==> config.mk <==
export PLATFORM = sky130hd
export DESIGN_NAME = div_operand_seq
export DESIGN_NICKNAME = d
export VERILOG_FILES = /design/src/rtl/div_operand_seq.sv
export SDC_FILE = /design/constraint.sdc
export NUM_CORES = 1
export LEC_CHECK = 0
export BUFFER_PORTS_ARGS = -buffer_cell sky130_fd_sc_hd__buf_4
export CORE_MARGIN = 5
export CORE_UTILIZATION = 47
export DETAILED_ROUTE_END_ITERATION = 16
export GPL_TIMING_DRIVEN = 0
export PLACE_DENSITY = 0.85
export SLEW_MARGIN = 30
export SYNTH_ARGS = -nofsm -noshare
export SYNTH_HDL_FRONTEND = slang
export SYNTH_SLANG_ARGS = --single-unit
==> constraint.sdc <==
create_clock -name clk -period 2.03 [get_ports clk]
set_clock_uncertainty 0.1 [all_clocks]
set_input_delay 0.203 -clock clk [delete_from_list [all_inputs] [get_ports clk]]
set_output_delay 0.203 -clock clk [all_outputs]
set_load 0.01 [all_outputs]
==> src/rtl/div_operand_seq.sv <==
// div_operand_seq: operand front-end for the restoring divider.
// It synchronizes and debounces the "go" button and latches the operands from
// the switches. A divide-by-zero request is rejected. Otherwise the block
// issues a one-cycle start pulse and holds the operands until div_done.
// Optional watchdog: define WATCHDOG_EN to abort a WAIT that lasts too long.
//
//   state | meaning
//   ------+------------------------------------------------------------
//   IDLE  | waiting for a debounced press
//   CHECK | operands latched, testing divisor for zero
//   START | one-cycle start pulse to the divider
//   WAIT  | divider running, operands frozen until div_done
//   ERR   | last request had divisor 0, waiting for a new press
module div_operand_seq #(
    parameter int WIDTH           = 4,
    parameter int DEBOUNCE_CYCLES = 4,
    parameter int TIMEOUT_CYCLES  = 64
) (
    input  logic             clk,
    input  logic             rst,
    input  logic             btn_go,
    input  logic [WIDTH-1:0] sw_dividend,
    input  logic [WIDTH-1:0] sw_divisor,
    input  logic             div_done,
    output logic [WIDTH-1:0] dividend,
    output logic [WIDTH-1:0] divisor,
    output logic             start,
    output logic             busy,
    output logic             div_zero,
    output logic             timeout
);

    localparam int DB_W = $clog2(DEBOUNCE_CYCLES);

    typedef enum logic [2:0] {
        IDLE  = 3'd0,
        CHECK = 3'd1,
        START = 3'd2,
        WAIT  = 3'd3,
        ERR   = 3'd4
    } state_t;

    state_t          state, state_nxt;
    logic            sync1, btn_s;
    logic [DB_W-1:0] db_cnt;
    logic            btn_db, btn_db_d;
    logic            press;
    logic            latch, set_zero, set_to, wd_expire;

    // two-flop synchronizer on the raw button
    always_ff @(posedge clk or negedge rst) begin
        if (!rst) begin
            sync1 <= 1'b0;
            btn_s <= 1'b0;
        end else begin
            sync1 <= btn_go;
            btn_s <= sync1;
        end
    end

    // debounce: a level change must hold DEBOUNCE_CYCLES cycles to be accepted
    always_ff @(posedge clk or negedge rst) begin
        if (!rst) begin
            db_cnt   <= '0;
            btn_db   <= 1'b0;
            btn_db_d <= 1'b0;
        end else begin
            btn_db_d <= btn_db;
            if (btn_s == btn_db) begin
                db_cnt <= '0;
            end else if (db_cnt == DB_W'(DEBOUNCE_CYCLES - 1)) begin
                btn_db <= btn_s;
                db_cnt <= '0;
            end else begin
                db_cnt <= db_cnt + 1'b1;
            end
        end
    end

    assign press = btn_db & ~btn_db_d;

`ifdef WATCHDOG_EN
    localparam int TO_W = $clog2(TIMEOUT_CYCLES);
    logic [TO_W-1:0] wd_cnt;
    logic            timeout_r;

    assign wd_expire = (wd_cnt == TO_W'(TIMEOUT_CYCLES - 1));

    // watchdog counter: zero outside WAIT, counts each WAIT cycle
    always_ff @(posedge clk or negedge rst) begin
        if (!rst) begin
            wd_cnt <= '0;
        end else if (state != WAIT) begin
            wd_cnt <= '0;
        end else if (!wd_expire) begin
            wd_cnt <= wd_cnt + 1'b1;
        end
    end

    // sticky timeout flag, cleared by the next accepted press
    always_ff @(posedge clk or negedge rst) begin
        if (!rst) begin
            timeout_r <= 1'b0;
        end else if (latch) begin
            timeout_r <= 1'b0;
        end else if (set_to) begin
            timeout_r <= 1'b1;
        end
    end

    assign timeout = timeout_r;
`else
    assign wd_expire = 1'b0;
    assign timeout   = 1'b0;
`endif

    // state register
    always_ff @(posedge clk or negedge rst) begin
        if (!rst) state <= IDLE;
        else      state <= state_nxt;
    end

    // next-state and Moore outputs
    always_comb begin
        state_nxt = state;
        start     = 1'b0;
        busy      = 1'b0;
        latch     = 1'b0;
        set_zero  = 1'b0;
        set_to    = 1'b0;
        case (state)
            IDLE, ERR: begin
                if (press) begin
                    latch     = 1'b1;
                    state_nxt = CHECK;
                end
            end
            CHECK: begin
                busy = 1'b1;
                if (divisor == '0) begin
                    set_zero  = 1'b1;
                    state_nxt = ERR;
                end else begin
                    state_nxt = START;
                end
            end
            START: begin
                busy      = 1'b1;
                start     = 1'b1;
                state_nxt = WAIT;
            end
            WAIT: begin
                busy = 1'b1;
                if (div_done) begin
                    state_nxt = IDLE;
                end else if (wd_expire) begin
                    set_to    = 1'b1;
                    state_nxt = IDLE;
                end
            end
            default: state_nxt = IDLE;
        endcase
    end

    // operand latch and sticky divide-by-zero flag
    always_ff @(posedge clk or negedge rst) begin
        if (!rst) begin
            dividend <= '0;
            divisor  <= '0;
            div_zero <= 1'b0;
        end else if (latch) begin
            dividend <= sw_dividend;
            divisor  <= sw_divisor;
            div_zero <= 1'b0;
        end else if (set_zero) begin
            div_zero <= 1'b1;
        end
    end

endmodule

After elaboration in Yosys (flattened, before gate mapping)
Index checks and enable logic that the tools add are counted.
- add/sub/neg operators: 1
- equal/unequal tests: 8
- mux-type cells: 14
- bitwise logic cells: 3
- reduce and logical (&&, ||, !) cells: 7
- operators with widths (operator ; number):
    3-bit case mux with 4 select lines ; 1
    3-bit two-way mux ; 3
    1-bit two-way mux ; 8
    3-bit by 2-bit equality test with 1-bit output, second input constant ; 2
    4-bit logical NOT ; 1
    2-bit two-way mux ; 2
    2-bit != test, second input constant ; 2
    2-bit AND reduction ; 2
    3-bit by 1-bit equality test with 1-bit output, second input constant ; 1
    3-bit equality test, second input constant ; 1
    3-bit logical NOT ; 1
    3-bit OR reduction ; 1
    2-bit by 1-bit adder with 2-bit output, second input constant ; 1
    2-bit equality test, second input constant ; 1
    1-bit inverter ; 2
    2-bit nonzero test ; 1
    2-bit OR reduction ; 1
    1-bit AND ; 1
    1-bit equality test ; 1
- register bits after elaboration: 18
- bits of input ports: 12
- output and inout port bits: 12
- logic and storage cells: 42

Longest topological paths before layout
Gate-level depths: netlist of the first run.
- word-level depth: 5
- mapped depth: 2
- depth with buffers taken out: 2

Worst setup path before layout of the first run
No wires, ideal clock.
- path kind: register to register
- start point: register state[0]
- end point: register dividend[0]
- library setup time: 0.125 ns
- data arrival time: 1.301 ns
- required time: 1.805 ns
- path slack: 0.504 ns
- stages on the path, launching flop included: 3
- buffers on the path: 0
- period minus slack after synthesis: 1.526 ns
- path through: dfrtp_1 nor4b_4 mux2_2
- longest elaborated chain between the ends: 3
- elaborated cells between the ends (all ways): 4
- those cells by class: eq/ne (1); mux (1); reduce/logical (2)
- RTL lines (what ; RTL line ; RTL):
    from (decl) ; 43 ; state_t state, state_nxt;
    from (signal assigned) ; 120 ; else state <= state_nxt;
    3-bit equality test / 3-bit logical NOT (equally long branches) ; 131 ; case (state)
    2-bit OR reduction * ; 131 ;
    1-bit two-way mux * ; 131 ;
    to (signal assigned) ; 172 ; dividend <= sw_dividend;
    to (decl) ; 25 ; output logic [WIDTH-1:0] dividend,
Mark *: on every way between the ends. The rest lies on a longest branch, timed or not.
A chain may end at the register's enable or synchronous reset.

Final worst setup path of the first run
- start point: register state[0]
- end point: register divisor[1]
- longest elaborated chain between the ends: 3
- elaborated cells between the ends (all ways): 4
- those cells by class: eq/ne (1); mux (1); reduce/logical (2)
- RTL lines (what ; RTL line ; RTL):
    3-bit equality test / 3-bit logical NOT (equally long branches) ; 131 ;
    2-bit OR reduction * ; 131 ;
    1-bit two-way mux * ; 131 ;
    to (signal assigned) ; 173 ; divisor <= sw_divisor;
    to (decl) ; 26 ; output logic [WIDTH-1:0] divisor,
Marks and branches as above.

==> flow_summary.toml, run 1 <==
[status]
status = "finished clean"

[floorplan]
dieArea_sq_um = 2410
die_height_um = 49.1
core_area_sq_um = 1470
die_x_um = 49.1
start_util_pct = 48.9
rows = 14
ios = 24

[timing]
timing.setup.tns_ns = 0
maxSlewHeadroom_pct = 60.0
rsz0062_at_grt = "false"
drv_slew = 0
final-hold-violation-count = 0
final-setup-viol-count = 0
fin_crit_sh_pct = 84.2
worst_pin_slew_ns = 0.598
holdWs_ns = 0.0472
min_period_ns = 1.71
max_freq_mhz = 585
worst_slack_ns = 0.321

[place]
place_ws_ns = 0.330
gp_congestion = 0.663
hpwl_um = 1030
place_area_sq_um = 905
portBuffers = 22

[logic_synthesis]
synth_cells = 49
yosysWarningCount = 0
avgSynthCellArea_sq_um = 14.7
synthDominantCellAreaShare_pct = 62.6
synth_top_cell_by_area = "dfrtp_1"
synth_area_leaders = "dfrtp_1 (63%), mux2_2 (14%), nor4b_4 (3.3%)"
synth_area_sq_um = 719
synth_fp_nets = 62
ys_seq_area_share_pct = 62.6
yosysUniqueCellTypes = 22
synth-seq-cells = 18

[drt]
first_pass_iters = 3
ant_nets = 0
num_vias = 476
wl_per_cell_um = 14.4
wl_um = 1340
vias_per_cell = 5.12
route.detailed.drc = 0
drt_first_iter_violations = 2

[worst_setup_path]
end_kind = "flip-flop"
path_class = "reg -> reg"
cp.required_ns = 2.10
r2r_slack_ns = 0.32
worst_ep_arrival_time_ns = 1.78
critPathMaxFanout = 9
cp-start-kind = "flip-flop"

[run]
drv_cap = 0

[cells_and_area]
postLayoutCellArea_sq_um = 961
nets = 91
diodes = 0
layout-drive-gt1-share_pct = 50.6
fin_util_pct = 65.3
final_common_cell = "buf_4"
layout_common_cells = "buf_4 (23), dfrtp_1 (18), mux2_2 (9), clkbuf_4 (3)"
syn_to_final_growth_pct = 33.6

[clock_tree]
clockBufferDepth = 2
cts.htree.levels = 1
cts_tree = "built"
cts_setup_buffers = 0
clock_tree.root_cell = "clkbuf_4"
clkLatencyLatePin_ns = 0.28
numCtsBuffers = 3
clk_pin_slew_worst_paths_ns = 0.10
clock_sinks = 18

[pwr]
internal_power_mw = 0.966
ir_drop_mv = 0.754
switching_power_mw = 0.474
power_leakage_nw = 0.450
share_comb_of_total_power_pct = 39.7
swShare_pct = 32.9
clkPwrFrac_pct = 14.7
seq_power_share_pct = 45.6
cellPowerDensity_nw_per_um2 = 1500

[global_route]
grt_max_degree = 19
grt_pass1_vias = 561
grt.total_usage_pct = 11.9
grt_overflow = 0
antenna_found_initial = 0
grt_pass1_wl_um = 2310

[min_path]
hp-class = "in -> reg"
-- critical path, cell delays in order (launching register included) --
cell and delay (ns):
dfrtp_1 0.47, nor4b_4 0.62, mux2_2 0.41
-- cells in the mapped netlist --
library cell,number
mux2_2,9
nor4b_4,1
dfrtp_1,18
buf_4,1
nor2b_1,2
o21ai_0,1
nor3b_1,1
nor2_1,2
xnor2_1,1
ha_1,1
nand2b_1,1
or4_1,1
conb_1,1
a21bo_2,1
or3b_2,1
inv_1,1
o21bai_1,1
o221ai_1,1
o32ai_1,1
nor3_1,1
o22ai_1,1
nor4_1,1
-- path summary, 6_finish.rpt --
check,from,endpoint,cells after the start
setup / recovery,state[0]$_DFFE_PN0P_,divisor[1]$_DFFE_PN0P_,2
hold / removal,sw_dividend[2],dividend[2]$_DFFE_PN0P_,2
setup reg to reg,state[0]$_DFFE_PN0P_,divisor[1]$_DFFE_PN0P_,2
hold reg to reg,sync1$_DFF_PN0_,btn_s$_DFF_PN0_,0
max in group asynchronous,rst,div_zero$_DFFE_PN0P_,2
min in group asynchronous,rst,state[0]$_DFFE_PN0P_,2
-- power groups by stage --
stage | Combinational (mW) | Sequential (mW) | Clock, mW
after floorplan | 0.291 | 0.673 | 0
after CTS | 0.578 | 0.656 | 0.217
final | 0.571 | 0.657 | 0.212
after global placement | 0.550 | 0.651 | 0
after global routing | 0.621 | 0.678 | 0.232
after detailed placement | 0.574 | 0.663 | 0
-- stage by stage --
step	std cells	power [mW]
6_report	93	1.44
5_1_grt	93	1.53
4_1_cts	93	1.45
3_5_place_dp	87	1.24
3_3_place_gp	87	1.20
2_1_floorplan	49	0.964
-- per-layer routing --
layer  up-vias  GRT usage, %  routed length [um]
met1       227          14.2                 544
met4         0          4.04                  13
met5         -             0                   0
met2        18          21.0                 696
li1        229             -                   -
met3         2          2.45                  87
-- registers in the layout, summed over array words and instances (netlist names), 2 cells and up --
| signal | count |
|---|---|
| dividend | 4 |
| divisor | 4 |
| state | 3 |
| db_cnt | 2 |
-- layout make-up --
type                    instances  area (sq um)
plain buffers                   1          7.51
multi-input cells              29           258
inverters                       1          3.75
flip-flops and latches         18           450
clock buffers                   4          36.3
fillers                       119           510
repair buffers                 24           185
well taps                      16          20.0
-- cell families (layout without fill, tap and decap cells) --
logic type	after synthesis	count (layout)	synth area share (%)
AOI/OAI and AO/OA	6	6	6.44
xor gates and xnor gates	1	1	1.22
adders and majority gates	1	1	1.74
buffers and inverters	2	30	1.57
DFF	18	18	62.6
muxes	9	9	14.1
other	1	1	0.521
and+or+nand+nor	11	11	11.8
-- timing repair --
| item | 4_1_cts | 5_1_grt |
|---|---|---|
| gates resized for setup | 0 | 0 |
| hold endpoints to repair | 19 | 0 |
| hold buffers | 2 | 0 |
(Power assumes the default switching activity.)
==> run 2: changes to the inputs <==
- ABC_AREA: unset -> 1
- clock period: 2.03 -> 1.6 ns (I/O delays scaled with it)
==> flow_summary.toml, run 2 <==
[status]
status = "finished clean"

[clock_tree]
cts.htree.levels = 1
clock_sinks = 18
clock_tree.root_cell = "clkbuf_4"
clk_pin_slew_worst_paths_ns = 0.10
clockBufferDepth = 2
numCtsBuffers = 3
cts_tree = "built"
clkLatencyLatePin_ns = 0.30

[floorplan]
dieArea_sq_um = 2490
rows = 14
core_area_sq_um = 1510
start_util_pct = 49.8
ios = 24
die_height_um = 49.9
die_x_um = 49.9

[pwr]
ir_drop_mv = 1.03
power_leakage_nw = 0.575
switching_power_mw = 0.729
cellPowerDensity_nw_per_um2 = 1770
clkPwrFrac_pct = 14.9
seq_power_share_pct = 42.2
share_comb_of_total_power_pct = 42.9
internal_power_mw = 1.16
swShare_pct = 38.5

[logic_synthesis]
yosysWarningCount = 0
synth-seq-cells = 18
synth_area_sq_um = 749
synth-edff-count = 0
ys.flop_type = "dfrtp_1"
synthDominantCellAreaShare_pct = 60.1
ys_seq_area_share_pct = 60.1
post-synth-top-count-cell = "nand2_1"
synth_cells = 80
yosys-top-cells-count = "nand2_1 (28), dfrtp_1 (18), nor2_1 (7), inv_1 (6), nand3_1 (3)"
avgSynthCellArea_sq_um = 9.37
synthArstFlopShare_pct = 100
synth_area_leaders = "dfrtp_1 (60%), nand2_1 (14%), nor2_1 (3.5%)"
yosysUniqueCellTypes = 19
synth_top_cell_by_area = "dfrtp_1"
synth_fp_nets = 93

[worst_setup_path]
worst_ep_arrival_time_ns = 1.12
path_buf_inv = 1
cp-start-kind = "flip-flop"
cp_slowest_cell = "dfrtp_1"
crit_chain = "nor2_4 -> nor2_1 -> buf_4"
path_delay_family = "flip-flops"
critPathMaxStageDelay_ns = 0.45
path_class = "reg -> out"
cp.required_ns = 1.34
end_kind = "output pin"
critPathMaxFanout = 4

[place]
place_area_sq_um = 935
dp_cells = 118
hpwl_um = 1070
gp_congestion = 0.683
portBuffers = 22

[timing]
min_period_ns = 1.38
final-setup-viol-count = 0
final-hold-violation-count = 0
timing.setup.tns_ns = 0
rsz0062_at_grt = "false"
holdWs_ns = 0.0561
drv_slew = 0
fin_crit_sh_pct = 86.0
max_freq_mhz = 726

[global_route]
antenna_found_initial = 0
grt_max_degree = 19
grt.total_usage_pct = 14.9
grt_pass1_wl_um = 2890
grt_overflow = 0
grt_pass1_vias = 658

[run]
drv_cap = 0

[cells_and_area]
layout-drive-gt1-share_pct = 31.0
syn_to_final_growth_pct = 42.9
diodes = 0
nets = 130
fin_util_pct = 71.1
postLayoutCellArea_sq_um = 1070
multi_input_area_sq_um = 253
largest_registers = "dividend x4, divisor x4, state x3"
layout.cells.non_filler = 132
ff_latch_area_sq_um = 450
layout_common_cells = "nand2_1 (28), buf_4 (23), dfrtp_1 (18), dlygate4sd3_1 (10), nor2_1 (7)"
fillers = 103
final_common_cell = "nand2_1"

[drt]
route.detailed.drc = 0
drt_first_iter_violations = 5
ant_nets = 0
first_pass_iters = 2
wl_um = 1640
num_vias = 605
vias_per_cell = 4.58
wl_per_cell_um = 12.4

[min_path]
hp-class = "in -> reg"
-- run 2: worst register-to-register path: stages (launching register included) --
cell     delay, ns
dfrtp_1       0.45
nor2_4        0.18
nand2_4       0.12
inv_6         0.11
nand2_1       0.08
nand2_1       0.09
-- run 2: cells by family (layout without fill, tap and decap cells) --
logic type | count (synthesis) | in the layout | share of synthesized area (%)
adders and majority gates | 1 | 1 | 1.67
AOI/OAI and AO/OA | 4 | 4 | 2.67
DFF | 18 | 18 | 60.1
other | 1 | 1 | 0.500
buffers and inverters | 10 | 46 | 6.18
xor gates and xnor gates | 1 | 1 | 1.17
and+or+nand+nor | 45 | 45 | 27.7
-- run 2: power groups by stage --
stage          clock network, mW  registers [mW]  logic, mW
2_1_floorplan                  0           0.838      0.413
3_3_place_gp                   0           0.797      0.761
3_5_place_dp                   0           0.806      0.786
4_1_cts                    0.279           0.798      0.807
5_1_grt                    0.307           0.823      0.903
6_report                   0.283           0.800      0.812
-- run 2: layout make-up --
class,count,share of cell area (%)
plain buffers,1,0.701
well taps,16,1.87
multi-input cells,52,23.6
inverters,9,3.62
repair buffers,32,24.8
clock buffers,4,3.39
flip-flops and latches,18,42.1
-- run 2: metal layers --
metal	vias up	track usage [%]	routed length (um)
met2	21	24.4	795
met5	-	0	0
met4	0	5.24	23
met1	269	19.0	700
li1	312	-	-
met3	3	3.31	118
-- run 2: path summary, 6_finish.rpt --
| check | cells past startpoint | to | slack, ns | start |
|---|---|---|---|---|
| min in group asynchronous | 2 | sync1$_DFF_PN0_ | 0.15 | rst |
| worst min-delay path | 4 | state[0]$_DFFE_PN0P_ | 0.06 | div_done |
| worst max-delay path | 3 | busy | 0.22 | state[0]$_DFFE_PN0P_ |
| worst max register to register | 5 | dividend[1]$_DFFE_PN0P_ | 0.42 | state[0]$_DFFE_PN0P_ |
| worst min register to register | 0 | btn_s$_DFF_PN0_ | 0.26 | sync1$_DFF_PN0_ |
| max in group asynchronous | 2 | divisor[3]$_DFFE_PN0P_ | 1.05 | rst |
-- run 2: through the flow --
step                power (mW)  worst slack, ns
detailed placement        1.59            0.467
global placement          1.56            0.531
global route              2.03            0.151
floorplan                 1.25            0.600
CTS                       1.88            0.215
finish                    1.89            0.223
-- run 2: repair_timing --
action	CTS	global route
endpoints found under the hold margin	27	0
hold buffers	10	0
resized for setup	0	0
setup buffers	0	0
==> run 3: changes to the inputs <==
- ABC_AREA: 1 -> unset
- CAP_MARGIN: unset -> 20
- TNS_END_PERCENT: unset -> 10
==> flow_summary.toml, run 3 (synthesis results as in run 1) <==
[clock_tree]
cts.htree.levels = 1
clock_sinks = 18
clkLatencyLatePin_ns = 0.28
cts-resized-gates = 0
cts_tree = "built"
clk_pin_slew_worst_paths_ns = 0.10
numCtsBuffers = 3
clockBufferDepth = 2
clock_tree.root_cell = "clkbuf_4"

[cells_and_area]
syn_to_final_growth_pct = 37.0
layout-drive-gt1-share_pct = 51.2
ff_latch_area_sq_um = 450
layout_common_cells = "buf_4 (25), dfrtp_1 (18), mux2_2 (9), clkbuf_4 (3), dlygate4sd3_1 (3)"
diodes = 0
multi_input_area_sq_um = 258
fillers = 114
final_common_cell = "buf_4"
layout.cells.non_filler = 96
largest_registers = "dividend x4, divisor x4, state x3"
nets = 94

[drt]
first_pass_iters = 2
drt_first_iter_violations = 2
num_vias = 487
wl_um = 1390
ant_nets = 0
vias_per_cell = 5.07
route.detailed.drc = 0
wl_per_cell_um = 14.4

[worst_setup_path]
rr_worst_depth = 3
path_delay_family = "flip-flops"
cp_slowest_cell = "dfrtp_1"
end_kind = "flip-flop"
critPathLaunch = "state[1]$_DFFE_PN0P_"
path_class = "reg -> reg"
r2r_end = "divisor[1]$_DFFE_PN0P_"
path_buf_inv = 1
critPathMaxFanout = 7
r2r-start = "state[1]$_DFFE_PN0P_"
r2r_slack_ns = 0.1
critPathMaxStageDelay_ns = 0.48
crit_cells = 3
cp-start-kind = "flip-flop"
cp.required_ns = 1.67
crit_chain = "nor4b_4 -> buf_4 -> mux2_2"
worst_ep_arrival_time_ns = 1.58
cp-endpoint = "divisor[1]$_DFFE_PN0P_"

[place]
portBuffers = 22
gp_congestion = 0.663
dp_cells = 87
hpwl_um = 1030

[status]
status = "finished clean"

[pwr]
power_leakage_nw = 0.465
cellPowerDensity_nw_per_um2 = 1880
ir_drop_mv = 0.975

[global_route]
grt_overflow = 0
grt_max_degree = 19
grt.total_usage_pct = 12.5
grt_pass1_vias = 570
grt_pass1_wl_um = 2410
antenna_found_initial = 0

[timing]
fin_crit_sh_pct = 94.0
min_period_ns = 1.50
max_freq_mhz = 665
drv_slew = 0
rsz0062_at_grt = "false"
holdWs_ns = 0.00621
final-hold-violation-count = 0
final-setup-viol-count = 0

[floorplan]
die_x_um = 49.1
start_util_pct = 48.9
die_height_um = 49.1
dieArea_sq_um = 2410
core_area_sq_um = 1470
rows = 14
ios = 24

[run]
drv_cap = 0

[min_path]
hp-class = "in -> reg"
==> run 3: changes by cell type in the layout (fill, tap and decap cells not counted), sizes merged, moves of 2 or more <==
cell         delta
nand2          -29
nor2b           +2
dlygate4sd3     -7
nor2            -9
mux2            +9
o21ai           -2
nand3           -4
buf             +2
inv             -8
==> run 3: through the flow <==
step | cell area, sq um | setup WS (ns) | setup TNS (ns) | total power, mW | utilization (%)
finish | 986 | 0.0959 | 0 | 1.85 | 67.0
floorplan | 719 | 0.0740 | 0 | 1.22 | -
detailed placement | 905 | -0.100 | -0.710 | 1.57 | 61.5
CTS | 986 | 0.0976 | 0 | 1.86 | 67.0
global placement | 905 | -0.0686 | -0.539 | 1.52 | 61.5
global route | 986 | 0.0298 | 0 | 1.97 | 67.0
==> run 3: worst min path at each step <==
stage / startpoint / to / cells past startpoint / slack [ns]
after floorplan: rst / btn_db$_DFFE_PN0P_ / 0 / -0.24
after global placement: rst / divisor[2]$_DFFE_PN0P_ / 1 / -0.07
after detailed placement: rst / state[0]$_DFFE_PN0P_ / 1 / -0.06
after CTS: sw_divisor[0] / divisor[0]$_DFFE_PN0P_ / 2 / 0.001
after global routing: sw_divisor[0] / divisor[0]$_DFFE_PN0P_ / 2 / 0.004
final: sw_dividend[1] / dividend[1]$_DFFE_PN0P_ / 2 / 0.006
==> run 3: timing repair <==
item	4_1_cts	5_1_grt
endpoints found under the hold margin	20	0
setup endpoints to repair	8	0
buffers inserted	2	0
hold buffers	3	0
==> run 3: routing by layer <==
metal,track usage [%],vias to the layer above,wire [um]
met5,0,-,0
met4,4.04,0,13
met3,2.75,2,94
met2,22.7,16,735
met1,14.0,234,541
li1,-,235,-
==> run 3: layout make-up <==
type | count | share of cell area (%)
Timing Repair Buffer | 27 | 21.3
Clock buffer | 4 | 3.68
Tap cell | 16 | 2.03
Buffer | 1 | 0.761
Inverter | 1 | 0.381
Sequential cell | 18 | 45.7
Multi-Input combinational cell | 29 | 26.1
==> run 3: report_power, final <==
group	leakage, nW	internal, mW	switching [mW]
Clock	0.0210	0.138	0.129
Combinational	0.228	0.461	0.287
Sequential	0.216	0.646	0.189
==> run 3: worst reg2reg max path, cell delays in order, from the launching register on <==
cell and delay (ns):
dfrtp_1 0.48, nor4b_4 0.29, buf_4 0.19, mux2_2 0.34
